<file path="src/rtl/cnn_protocol_pkg.sv">
// Shared CNN link protocol constants: section sizes, frame header and command bytes,
// plus the dump transmitter's state and section encodings.
package cnn_protocol_pkg;

  localparam int CONV_W_LEN  = 36;
  localparam int CONV_B_LEN  = 4;
  localparam int DENSE_W_LEN = 27040;
  localparam int DENSE_B_LEN = 10;

  localparam logic [7:0] HDR_BYTE0      = 8'hAA;
  localparam logic [7:0] HDR_BYTE1      = 8'h55;
  localparam logic [7:0] CMD_LOAD_CONV  = 8'hCC;
  localparam logic [7:0] CMD_LOAD_DENSE = 8'hCD;
  localparam logic [7:0] CMD_DUMP       = 8'hCE;
  localparam logic [7:0] RSP_ERR        = 8'hEE;

  localparam logic [2:0] ST_IDLE    = 3'd0;
  localparam logic [2:0] ST_FETCH   = 3'd1;
  localparam logic [2:0] ST_LATCH   = 3'd2;
  localparam logic [2:0] ST_SEND    = 3'd3;
  localparam logic [2:0] ST_WAIT_HI = 3'd4;
  localparam logic [2:0] ST_WAIT_LO = 3'd5;
  localparam logic [2:0] ST_NEXT    = 3'd6;

  localparam logic [2:0] SEC_HDR  = 3'd0;
  localparam logic [2:0] SEC_CW   = 3'd1;
  localparam logic [2:0] SEC_CB   = 3'd2;
  localparam logic [2:0] SEC_DW   = 3'd3;
  localparam logic [2:0] SEC_DB   = 3'd4;
  localparam logic [2:0] SEC_CSUM = 3'd5;

endpackage

</file>
<file path="src/rtl/weight_dump_tx.sv">
// Streams all CNN weight memories out over the UART as one framed, checksummed dump
// when the dump command arrives; answers with an error byte if weights are not loaded.
module weight_dump_tx
  import cnn_protocol_pkg::*;
#(
  parameter logic [7:0] CMD_BYTE = CMD_DUMP,
  parameter logic [7:0] ERR_BYTE = RSP_ERR,
  // Dense weight section length; the protocol value is the default.
  parameter int         DW_LEN   = DENSE_W_LEN
) (
  input  logic        clk,
  input  logic        rst,
  input  logic [7:0]  rx_data,
  input  logic        rx_ready,
  input  logic        weights_loaded,
  output logic [5:0]  conv_w_addr,
  input  logic [7:0]  conv_w_data,
  output logic [3:0]  conv_b_addr,
  input  logic [31:0] conv_b_data,
  output logic [14:0] dense_w_addr,
  input  logic [7:0]  dense_w_data,
  output logic [3:0]  dense_b_addr,
  input  logic [31:0] dense_b_data,
  output logic [7:0]  tx_data,
  output logic        tx_send,
  input  logic        tx_busy,
  output logic        dump_active,
  output logic [2:0]  dbg_state_o
);

  // Handshake: tx_send pulses for one cycle only while tx_busy=0; tx_data is held
  // from that cycle until tx_busy falls again, and the next byte waits for that fall.

  localparam logic [14:0] CW_LAST = 15'(CONV_W_LEN - 1);
  localparam logic [14:0] CB_LAST = 15'(CONV_B_LEN - 1);
  localparam logic [14:0] DW_LAST = 15'(DW_LEN - 1);
  localparam logic [14:0] DB_LAST = 15'(DENSE_B_LEN - 1);

  logic [2:0]  state_q, state_d;
  logic [2:0]  sec_q, sec_d;
  logic [14:0] idx_q, idx_d;
  logic [1:0]  lane_q, lane_d;
  logic [7:0]  csum_q, csum_d;
  logic [7:0]  tx_data_q, tx_data_d;
  logic [31:0] word_q, word_d;
  logic        active_q, active_d;
  logic        err_q, err_d;

  logic [31:0] bias_word;
  logic [7:0]  ram_byte;
  logic [7:0]  held_byte;
  logic        is_payload;

  always_comb begin
    bias_word  = (sec_q == SEC_CB) ? conv_b_data : dense_b_data;
    is_payload = (sec_q == SEC_CW) || (sec_q == SEC_CB) ||
                 (sec_q == SEC_DW) || (sec_q == SEC_DB);
    case (sec_q)
      SEC_HDR:        ram_byte = (idx_q == 15'd0) ? HDR_BYTE0 : HDR_BYTE1;
      SEC_CW:         ram_byte = conv_w_data;
      SEC_CB, SEC_DB: ram_byte = bias_word[7:0];
      SEC_DW:         ram_byte = dense_w_data;
      default:        ram_byte = csum_q;
    endcase
    // Upper lanes of a bias word come from the copy latched with lane 0.
    case (lane_q)
      2'd0:    held_byte = word_q[15:8];
      2'd1:    held_byte = word_q[23:16];
      default: held_byte = word_q[31:24];
    endcase
  end

  always_comb begin
    conv_w_addr  = (active_q && sec_q == SEC_CW) ? idx_q[5:0] : 6'd0;
    conv_b_addr  = (active_q && sec_q == SEC_CB) ? idx_q[3:0] : 4'd0;
    dense_w_addr = (active_q && sec_q == SEC_DW) ? idx_q      : 15'd0;
    dense_b_addr = (active_q && sec_q == SEC_DB) ? idx_q[3:0] : 4'd0;
    tx_send      = (state_q == ST_SEND) && !tx_busy;
    tx_data      = tx_data_q;
    dump_active  = active_q;
    dbg_state_o  = state_q;
  end

  always_comb begin
    state_d   = state_q;
    sec_d     = sec_q;
    idx_d     = idx_q;
    lane_d    = lane_q;
    csum_d    = csum_q;
    tx_data_d = tx_data_q;
    word_d    = word_q;
    active_d  = active_q;
    err_d     = err_q;
    case (state_q)
      ST_IDLE: begin
        if (rx_ready && rx_data == CMD_BYTE) begin
          active_d = 1'b1;
          sec_d    = SEC_HDR;
          idx_d    = 15'd0;
          lane_d   = 2'd0;
          csum_d   = 8'd0;
          if (!weights_loaded) begin
            err_d     = 1'b1;
            tx_data_d = ERR_BYTE;
            state_d   = ST_SEND;
          end else begin
            err_d   = 1'b0;
            state_d = ST_FETCH;
          end
        end
      end
      ST_FETCH: state_d = ST_LATCH;
      ST_LATCH: begin
        tx_data_d = ram_byte;
        word_d    = bias_word;
        if (is_payload) csum_d = csum_q + ram_byte;
        state_d = ST_SEND;
      end
      ST_SEND:    if (!tx_busy) state_d = ST_WAIT_HI;
      ST_WAIT_HI: if (tx_busy)  state_d = ST_WAIT_LO;
      ST_WAIT_LO: begin
        if (!tx_busy) begin
          if (err_q || sec_q == SEC_CSUM) begin
            state_d  = ST_IDLE;
            active_d = 1'b0;
            err_d    = 1'b0;
            sec_d    = SEC_HDR;
            idx_d    = 15'd0;
            lane_d   = 2'd0;
            csum_d   = 8'd0;
          end else begin
            state_d = ST_NEXT;
          end
        end
      end
      ST_NEXT: begin
        state_d = ST_FETCH;
        case (sec_q)
          SEC_HDR: begin
            if (idx_q == 15'd0) idx_d = 15'd1;
            else begin
              sec_d = SEC_CW;
              idx_d = 15'd0;
            end
          end
          SEC_CW: begin
            if (idx_q == CW_LAST) begin
              sec_d  = SEC_CB;
              idx_d  = 15'd0;
              lane_d = 2'd0;
            end else idx_d = idx_q + 15'd1;
          end
          SEC_CB, SEC_DB: begin
            if (lane_q != 2'd3) begin
              lane_d    = lane_q + 2'd1;
              tx_data_d = held_byte;
              csum_d    = csum_q + held_byte;
              state_d   = ST_SEND;
            end else if (sec_q == SEC_CB && idx_q == CB_LAST) begin
              sec_d  = SEC_DW;
              idx_d  = 15'd0;
              lane_d = 2'd0;
            end else if (sec_q == SEC_DB && idx_q == DB_LAST) begin
              sec_d  = SEC_CSUM;
              idx_d  = 15'd0;
              lane_d = 2'd0;
            end else begin
              idx_d  = idx_q + 15'd1;
              lane_d = 2'd0;
            end
          end
          SEC_DW: begin
            if (idx_q == DW_LAST) begin
              sec_d  = SEC_DB;
              idx_d  = 15'd0;
              lane_d = 2'd0;
            end else idx_d = idx_q + 15'd1;
          end
          default: state_d = ST_IDLE;
        endcase
      end
      default: state_d = ST_IDLE;
    endcase
  end

  always_ff @(posedge clk) begin
    if (rst) begin
      state_q   <= ST_IDLE;
      sec_q     <= SEC_HDR;
      idx_q     <= 15'd0;
      lane_q    <= 2'd0;
      csum_q    <= 8'd0;
      tx_data_q <= 8'd0;
      word_q    <= 32'd0;
      active_q  <= 1'b0;
      err_q     <= 1'b0;
    end else begin
      state_q   <= state_d;
      sec_q     <= sec_d;
      idx_q     <= idx_d;
      lane_q    <= lane_d;
      csum_q    <= csum_d;
      tx_data_q <= tx_data_d;
      word_q    <= word_d;
      active_q  <= active_d;
      err_q     <= err_d;
    end
  end

endmodule

</file>
<file path="config.mk">
export PLATFORM = sky130hd
export DESIGN_NAME = weight_dump_tx
export DESIGN_NICKNAME = d
export VERILOG_FILES = /design/src/rtl/cnn_protocol_pkg.sv /design/src/rtl/weight_dump_tx.sv
export SDC_FILE = /design/constraint.sdc
export NUM_CORES = 1
export LEC_CHECK = 0
export BUFFER_PORTS_ARGS = -buffer_cell sky130_fd_sc_hd__buf_2
export CAP_MARGIN = 25
export CORE_MARGIN = 4
export CORE_UTILIZATION = 48
export DETAILED_ROUTE_END_ITERATION = 16
export MAX_ROUTING_LAYER = met4
export PLACE_DENSITY = 0.78
export RECOVER_POWER = 50
export SETUP_SLACK_MARGIN = 0.1
export SLEW_MARGIN = 5
export SYNTH_ARGS = -nofsm -noshare
export SYNTH_HDL_FRONTEND = slang
export SYNTH_SLANG_ARGS = --single-unit
</file>
<file path="constraint.sdc">
create_clock -name clk -period 3.3 [get_ports clk]
set_input_delay 0 -clock clk [delete_from_list [all_inputs] [get_ports clk]]
set_output_delay 0 -clock clk [all_outputs]
set_load 0.02 [all_outputs]
</file>
==> results of run 1 <==
## per-stage QoR
stage,area [sq um],TNS (ns)
finish,6240,-0.0313
global route,6240,-0.473
CTS,6200,0
detailed placement,5710,-0.368
global placement,5710,-0.0251
floorplan,4700,0
## worst reg2reg max path, stage by stage, from the launching register on
cell and delay [ns]:
dfxtp_2 0.34, nor4_4 0.31, nand4b_1 0.24, buf_4 0.21
nor3_2 0.15, buf_4 0.15, o31a_1 0.16, a21o_1 0.15
ha_1 0.24, a21oi_2 0.17, o211ai_1 0.15, or4_1 0.44
a311o_1 0.28, o311ai_1 0.23
## final cells by class
cell class	instances	area, sq um	share of cell area
Sequential cell	65	1300	0.209
Clock inverter	7	58.8	0.00942
Tap cell	129	161	0.0259
Clock buffer	9	124	0.0199
Multi-Input combinational cell	472	3220	0.517
Inverter	14	52.6	0.00842
Timing Repair Buffer	215	1320	0.211
## sequential cells by signal, indices dropped and copies added, names as in the netlist
name	flops
word_q	24
idx_q	15
csum_q	8
tx_data	8
dbg_state_o	3
sec_q	3
lane_q	2
dump_active	1
err_q	1
## synth_stat cells, types with 3 or more instances
library cell and count:
dfxtp_1 65, nor2_1 57, nand2_1 52, a21oi_1 44
mux2i_1 35, clkbuf_1 30, a211oi_1 27, and3_1 19
nand3_1 18, o21ai_0 18, and2_1 16, or3_1 16
ha_1 13, inv_1 13, a22o_1 12, nand4_1 12
nor3_1 12, a31oi_1 11, buf_2 9, nand2b_1 7
or4_1 7, o21a_1 5, a21o_1 4, a32o_1 4
and3b_1 4, buf_1 4, mux2_2 4, nor2b_1 4
a221oi_1 3, a22oi_1 3, and4_1 3, o211a_1 3
o211ai_1 3, o31a_1 3, or2_2 3, xor2_1 3
## metal layers
layer  track usage  vias to the layer above  share of wire
met5             -                        -              0
li1              -                     2602              -
met1         0.328                     2529           0.41
met4        0.0785                        0          0.017
met2         0.456                      255           0.49
met3        0.0560                       29          0.082
## cell families (layout without fill, tap and decap cells)
kind of cell / after synthesis / after routing / share of synthesized area
AND/OR/NAND/NOR: 248 / 248 / 0.284
AO/OA/AOI/OAI: 167 / 167 / 0.257
flip-flops: 65 / 65 / 0.278
buffers and inverters: 58 / 245 / 0.0505
multiplexers: 39 / 39 / 0.0845
adder cells (fa/ha/maj): 14 / 14 / 0.0390
XOR/XNOR: 4 / 4 / 0.00749
## power by group
part / leakage, uW / switching [uW] / internal (uW) / total [uW]
registers: 0.000525 / 12.3 / 794 / 806
logic: 0.00199 / 73.6 / 85.5 / 159
clock network: 0.0000929 / 360 / 287 / 646
total: 0.00260 / 446 / 1170 / 1610
## how the worst min path moves through the flow
stage,to,slack (ns),cells after the start
floorplan,dbg_state_o[0]$_SDFFE_PP0P_,0.15,2
global placement,dbg_state_o[0]$_SDFFE_PP0P_,0.32,3
detailed placement,dbg_state_o[0]$_SDFFE_PP0P_,0.32,3
CTS,word_q[15]$_SDFFE_PP0P_,0.002,3
global route,word_q[12]$_SDFFE_PP0P_,0.002,3
finish,word_q[29]$_SDFFE_PP0P_,-0.004,3
## timing repair
| action | CTS | global route |
|---|---|---|
| gates resized for setup | 11 | 6 |
| hold buffers | 23 | 0 |
| endpoints found under the hold margin | 13 | 0 |
| pin swaps | 7 | 3 |
| setup endpoints to repair | 4 | 5 |
| buffers inserted | 7 | 5 |
==> flow_metrics.env, run 1 <==
export IMPL_synth_largest_area_cell="dfxtp_1"
export IMPL_antenna_left=0
export IMPL_clock_skew_ns=0.00978
export IMPL_r2r_start="idx_q[13]$_SDFFE_PP0P_"
export IMPL_cts_buffers=9
export IMPL_peakVddDrop_mv=0.255
export IMPL_drtIter0Drc=426
export IMPL_finalPower_uw=1610
export IMPL_cts_sinks=65
export IMPL_synthFlopType="dfxtp_1"
export IMPL_reg2regPathDepth=13
export IMPL_final_cell_count_no_fill=911
export IMPL_cp_max_fo=4
export IMPL_grt_usage=0.271
export IMPL_place_congestion=0.936
export IMPL_synth_edf_count=0
export IMPL_drv_slew=0
export IMPL_grt_antenna_before_repair=0
export IMPL_nets=884
export IMPL_crit_slowest_cell="or4_1"
export IMPL_violations="hold timing, setup timing"
export IMPL_path_common_cell="buf_4"
export IMPL_cap_violations=0
export IMPL_cp_data_required_time_ns=3.55
export IMPL_crit_path_max_incr_delay_ns=0.44
export IMPL_preCtsSetupSlack_ns=-0.172
export IMPL_grt_max_degree=51
export IMPL_crit_start="idx_q[13]$_SDFFE_PP0P_"
export IMPL_cp_depth=13
export IMPL_timing_rr_end="csum_q[7]$_SDFFE_PP0P_"
export IMPL_final_cell_mix="buf_2, dfxtp_1, buf_4, nor2_1, nand2_1"
export IMPL_avgSynthCellArea_sq_um=7.87
export IMPL_layout_setup_ws_ns=-0.0313
export IMPL_min_period_ns=3.33
export IMPL_critPathBufInv=2
export IMPL_cts_root_buf="clkbuf_8"
export IMPL_io_pins=135
export IMPL_routedWlPerCell_um=16.8
export IMPL_cp_start_kind="register"
export IMPL_endpoint="csum_q[7]$_SDFFE_PP0P_"
export IMPL_cts_htree_levels=3
export IMPL_synth_top_area_share=0.278
export IMPL_final_common_cell="buf_2"
export IMPL_relSlewSlack=0.385
export IMPL_cp_data_arrival_time_ns=3.59
export IMPL_path_class="reg -> reg"
export IMPL_ys_seq_area_frac=0.278
export IMPL_synth_seq_cells=65
export IMPL_timing_hold_ws_ns=-0.00432
export IMPL_dp_cells=860
export IMPL_cp_top_family="simple AND/OR/NAND/NOR gates"
export IMPL_status="complete, but fails checks"
export IMPL_dp_hpwl_um=11100
export IMPL_numPortBuffers=134
export IMPL_max_freq_mhz=300
export IMPL_dieHeight_um=107
export IMPL_die_w_um=107
export IMPL_rsz0062_at_grt="yes"
export IMPL_async_flop_share=0
export IMPL_post_route_drc_count=0
export IMPL_yosysWarnings=0
export IMPL_vias_per_cell=5.94
export IMPL_grt_pass1_wl_um=24700
export IMPL_grt_pass1_vias=5204
export IMPL_start_util=0.499
export IMPL_die_area_sq_um=11400
export IMPL_dr_pass1_iters=5
export IMPL_synth_cells=595
export IMPL_hold_path_class="in -> reg"
export IMPL_postRouteWirelength_um=15300
export IMPL_synth_area_leaders="dfxtp_1, mux2i_1, a21oi_1, nor2_1, a211oi_1"
export IMPL_clk_path_buf_depth=2
export IMPL_path_clk_slew_ns=0.08
export IMPL_rrSetupSlack_ns=-0.03
export IMPL_drive_gt1_frac=0.292
export IMPL_row_count=35
export IMPL_hold_viol=1
export IMPL_antennaDiodeCount=0
export IMPL_worstMarginPinSlew_ns=0.922
export IMPL_core_area_sq_um=9370
export IMPL_syn_to_final_growth_pct=33.3
export IMPL_grt_remaining_overflow=0
export IMPL_leakagePower_uw=0.00260
export IMPL_clk_latency_ns=0.36
export IMPL_netlist_area_sq_um=4680
export IMPL_synth_distinct_cells=70
export IMPL_min_period_over_period=1.01
export IMPL_fillers=828
export IMPL_vias=5415
export IMPL_power_density_nw_per_um2=258
export IMPL_crit_chain="nor4_4 > nand4b_1 > buf_4 > nor3_2 > buf_4 > o31a_1 > a21o_1 > ha_1 > a21oi_2 > o211ai_1 > or4_1 > a311o_1 > o311ai_1"
export IMPL_setup_viol=1
export IMPL_final_util=0.666
export IMPL_hold_start="dense_b_data[29]"
export IMPL_cp_end_kind="register"
export IMPL_synth_fp_nets=702
export IMPL_cts_tree="built"
Note: power is estimated with default switching activity, not from simulation.
==> run 2: changes to the inputs <==
CORE_ASPECT_RATIO = 1.5   (was unset)
CORE_UTILIZATION = 49   (was 48)
CTS_BUF_LIST = sky130_fd_sc_hd__clkbuf_4   (was unset)
PLACE_DENSITY = 0.79   (was 0.78)
TNS_END_PERCENT = 30   (was unset)
==> flow_metrics.env, run 2 (synthesis gave the netlist of run 1 again) <==
export IMPL_grt_antenna_before_repair=0
export IMPL_grt_pass1_wl_um=25800
export IMPL_crit_slowest_cell="or4_4"
export IMPL_cp_start_kind="register"
export IMPL_grt_pass1_vias=5532
export IMPL_leakagePower_uw=0.00262
export IMPL_grt_usage=0.298
export IMPL_drtIter0Drc=335
export IMPL_core_area_sq_um=9310
export IMPL_worstMarginPinSlew_ns=0.806
export IMPL_dieHeight_um=128
export IMPL_cts_root_buf="clkbuf_4"
export IMPL_top_register="word_q"
export IMPL_max_freq_mhz=303
export IMPL_dp_hpwl_um=11100
export IMPL_path_clk_slew_ns=0.12
export IMPL_final_cell_mix="buf_2, dfxtp_1, nor2_1, nand2_1, dlygate4sd3_1"
export IMPL_numPortBuffers=134
export IMPL_final_util=0.680
export IMPL_preCtsSetupSlack_ns=-0.173
export IMPL_cp_end_kind="register"
export IMPL_antennaDiodeCount=0
export IMPL_drive_gt1_frac=0.261
export IMPL_drv_slew=0
export IMPL_vias_per_cell=6.04
export IMPL_post_route_drc_count=0
export IMPL_row_count=43
export IMPL_syn_to_final_growth_pct=35.2
export IMPL_relSlewSlack=0.463
export IMPL_cts_sinks=65
export IMPL_clock_skew_ns=0.0148
export IMPL_place_congestion=0.934
export IMPL_setup_viol=0
export IMPL_path_class="reg -> reg"
export IMPL_status="completed"
export IMPL_finalPower_uw=1520
export IMPL_rsz0062_at_grt="yes"
export IMPL_cap_violations=0
export IMPL_start_util=0.503
export IMPL_hold_path_class="in -> reg"
export IMPL_die_area_sq_um=11200
export IMPL_min_period_over_period=0.999
export IMPL_largest_reg_flops=24
export IMPL_cp_data_arrival_time_ns=3.64
export IMPL_antenna_left=0
export IMPL_final_common_cell="buf_2"
export IMPL_cts_buffers=9
export IMPL_crit_path_max_incr_delay_ns=0.44
export IMPL_power_density_nw_per_um2=241
export IMPL_min_period_ns=3.30
export IMPL_cp_top_family="compound AO/OA/AOI/OAI gates"
export IMPL_dr_pass1_iters=7
export IMPL_grt_max_degree=51
export IMPL_postRouteWirelength_um=16200
export IMPL_cts_tree="built"
export IMPL_peakVddDrop_mv=0.210
export IMPL_crit_chain="nor4_4 > nand4b_1 > o21a_2 > a221o_1 > o21ai_2 > mux2i_1 > ha_1 > nand3_1 > o211ai_1 > or4_4 > a311o_1 > o311ai_2"
export IMPL_grt_remaining_overflow=0
export IMPL_io_pins=135
export IMPL_routedWlPerCell_um=17.8
export IMPL_critPathBufInv=0
export IMPL_largestRegisters="word_q: 24 flops, idx_q: 15 flops"
export IMPL_hold_viol=0
export IMPL_vias=5489
export IMPL_cts_htree_levels=3
export IMPL_clk_latency_ns=0.43
export IMPL_timing_hold_ws_ns=0.0262
export IMPL_die_w_um=87.8
export IMPL_cp_data_required_time_ns=3.64
export IMPL_cp_max_fo=4
export IMPL_nets=900
export IMPL_clk_path_buf_depth=2
export IMPL_layout_setup_ws_ns=0.00382
-- run 2: changes by cell type in the layout (fill, tap and decap cells not counted), moves of 2 or more --
cell / change
inv_6: -4
a21oi_1: +3
clkbuf_8: -9
dlygate4sd3_1: +29
buf_2: -2
dfxtp_1: -2
buf_4: -14
clkbuf_4: +9
a21oi_2: -3
clkbuf_1: +3
dfxtp_2: +2
-- run 2: repair_timing --
item,in CTS,in global routing
resized for setup,6,8
pin swaps,6,6
setup endpoints to repair,3,6
buffers inserted,1,1
hold buffers,52,0
hold endpoints to repair,27,0
-- run 2: path summary, 6_finish.rpt --
path | cells after the start | end | startpoint | slack (ns)
worst min-delay path | 5 | tx_data[6]$_SDFFE_PP0P_ | dense_b_data[6] | 0.03
worst min register to register | 2 | csum_q[3]$_SDFFE_PP0P_ | csum_q[3]$_SDFFE_PP0P_ | 0.48
worst max register to register | 12 | csum_q[7]$_SDFFE_PP0P_ | idx_q[4]$_SDFFE_PP0P_ | 0.004
worst max-delay path | 12 | csum_q[7]$_SDFFE_PP0P_ | idx_q[4]$_SDFFE_PP0P_ | 0.004
-- run 2: per-stage QoR --
step           instances  instance area, sq um  setup TNS (ns)
2_1_floorplan        595                  4700               0
4_1_cts              908                  6320         -0.0463
3_5_place_dp         840                  5660          -0.252
5_1_grt              909                  6330          -0.395
3_3_place_gp         840                  5660        -0.00271
6_report             909                  6330               0
-- run 2: routing by layer --
metal	global-route usage	share of wire	vias to the layer above
li1	-	-	2630
met1	0.298	0.35	2506
met2	0.533	0.53	281
met3	0.0572	0.066	72
met4	0.155	0.053	0
met5	-	0	-
-- run 2: tightest hold or removal path: stages --
cell and delay [ns]:
buf_2 0.07, nand2_1 0.05, nand3_1 0.08, o21ai_1 0.09, a21oi_1 0.12
-- run 2: power by group --
part / internal [uW] / switching [uW]
sequential: 795 / 12.4
combinational: 107 / 83.9
clock: 223 / 304
total: 1120 / 400
-- run 2: area by class of cell --
class,instances,area [sq um]
Clock buffer,9,67.6
Clock inverter,6,60.1
Fill cell,754,2980
Inverter,14,52.6
Multi-Input combinational cell,472,3200
Sequential cell,65,1310
Tap cell,112,140
Timing Repair Buffer,231,1500
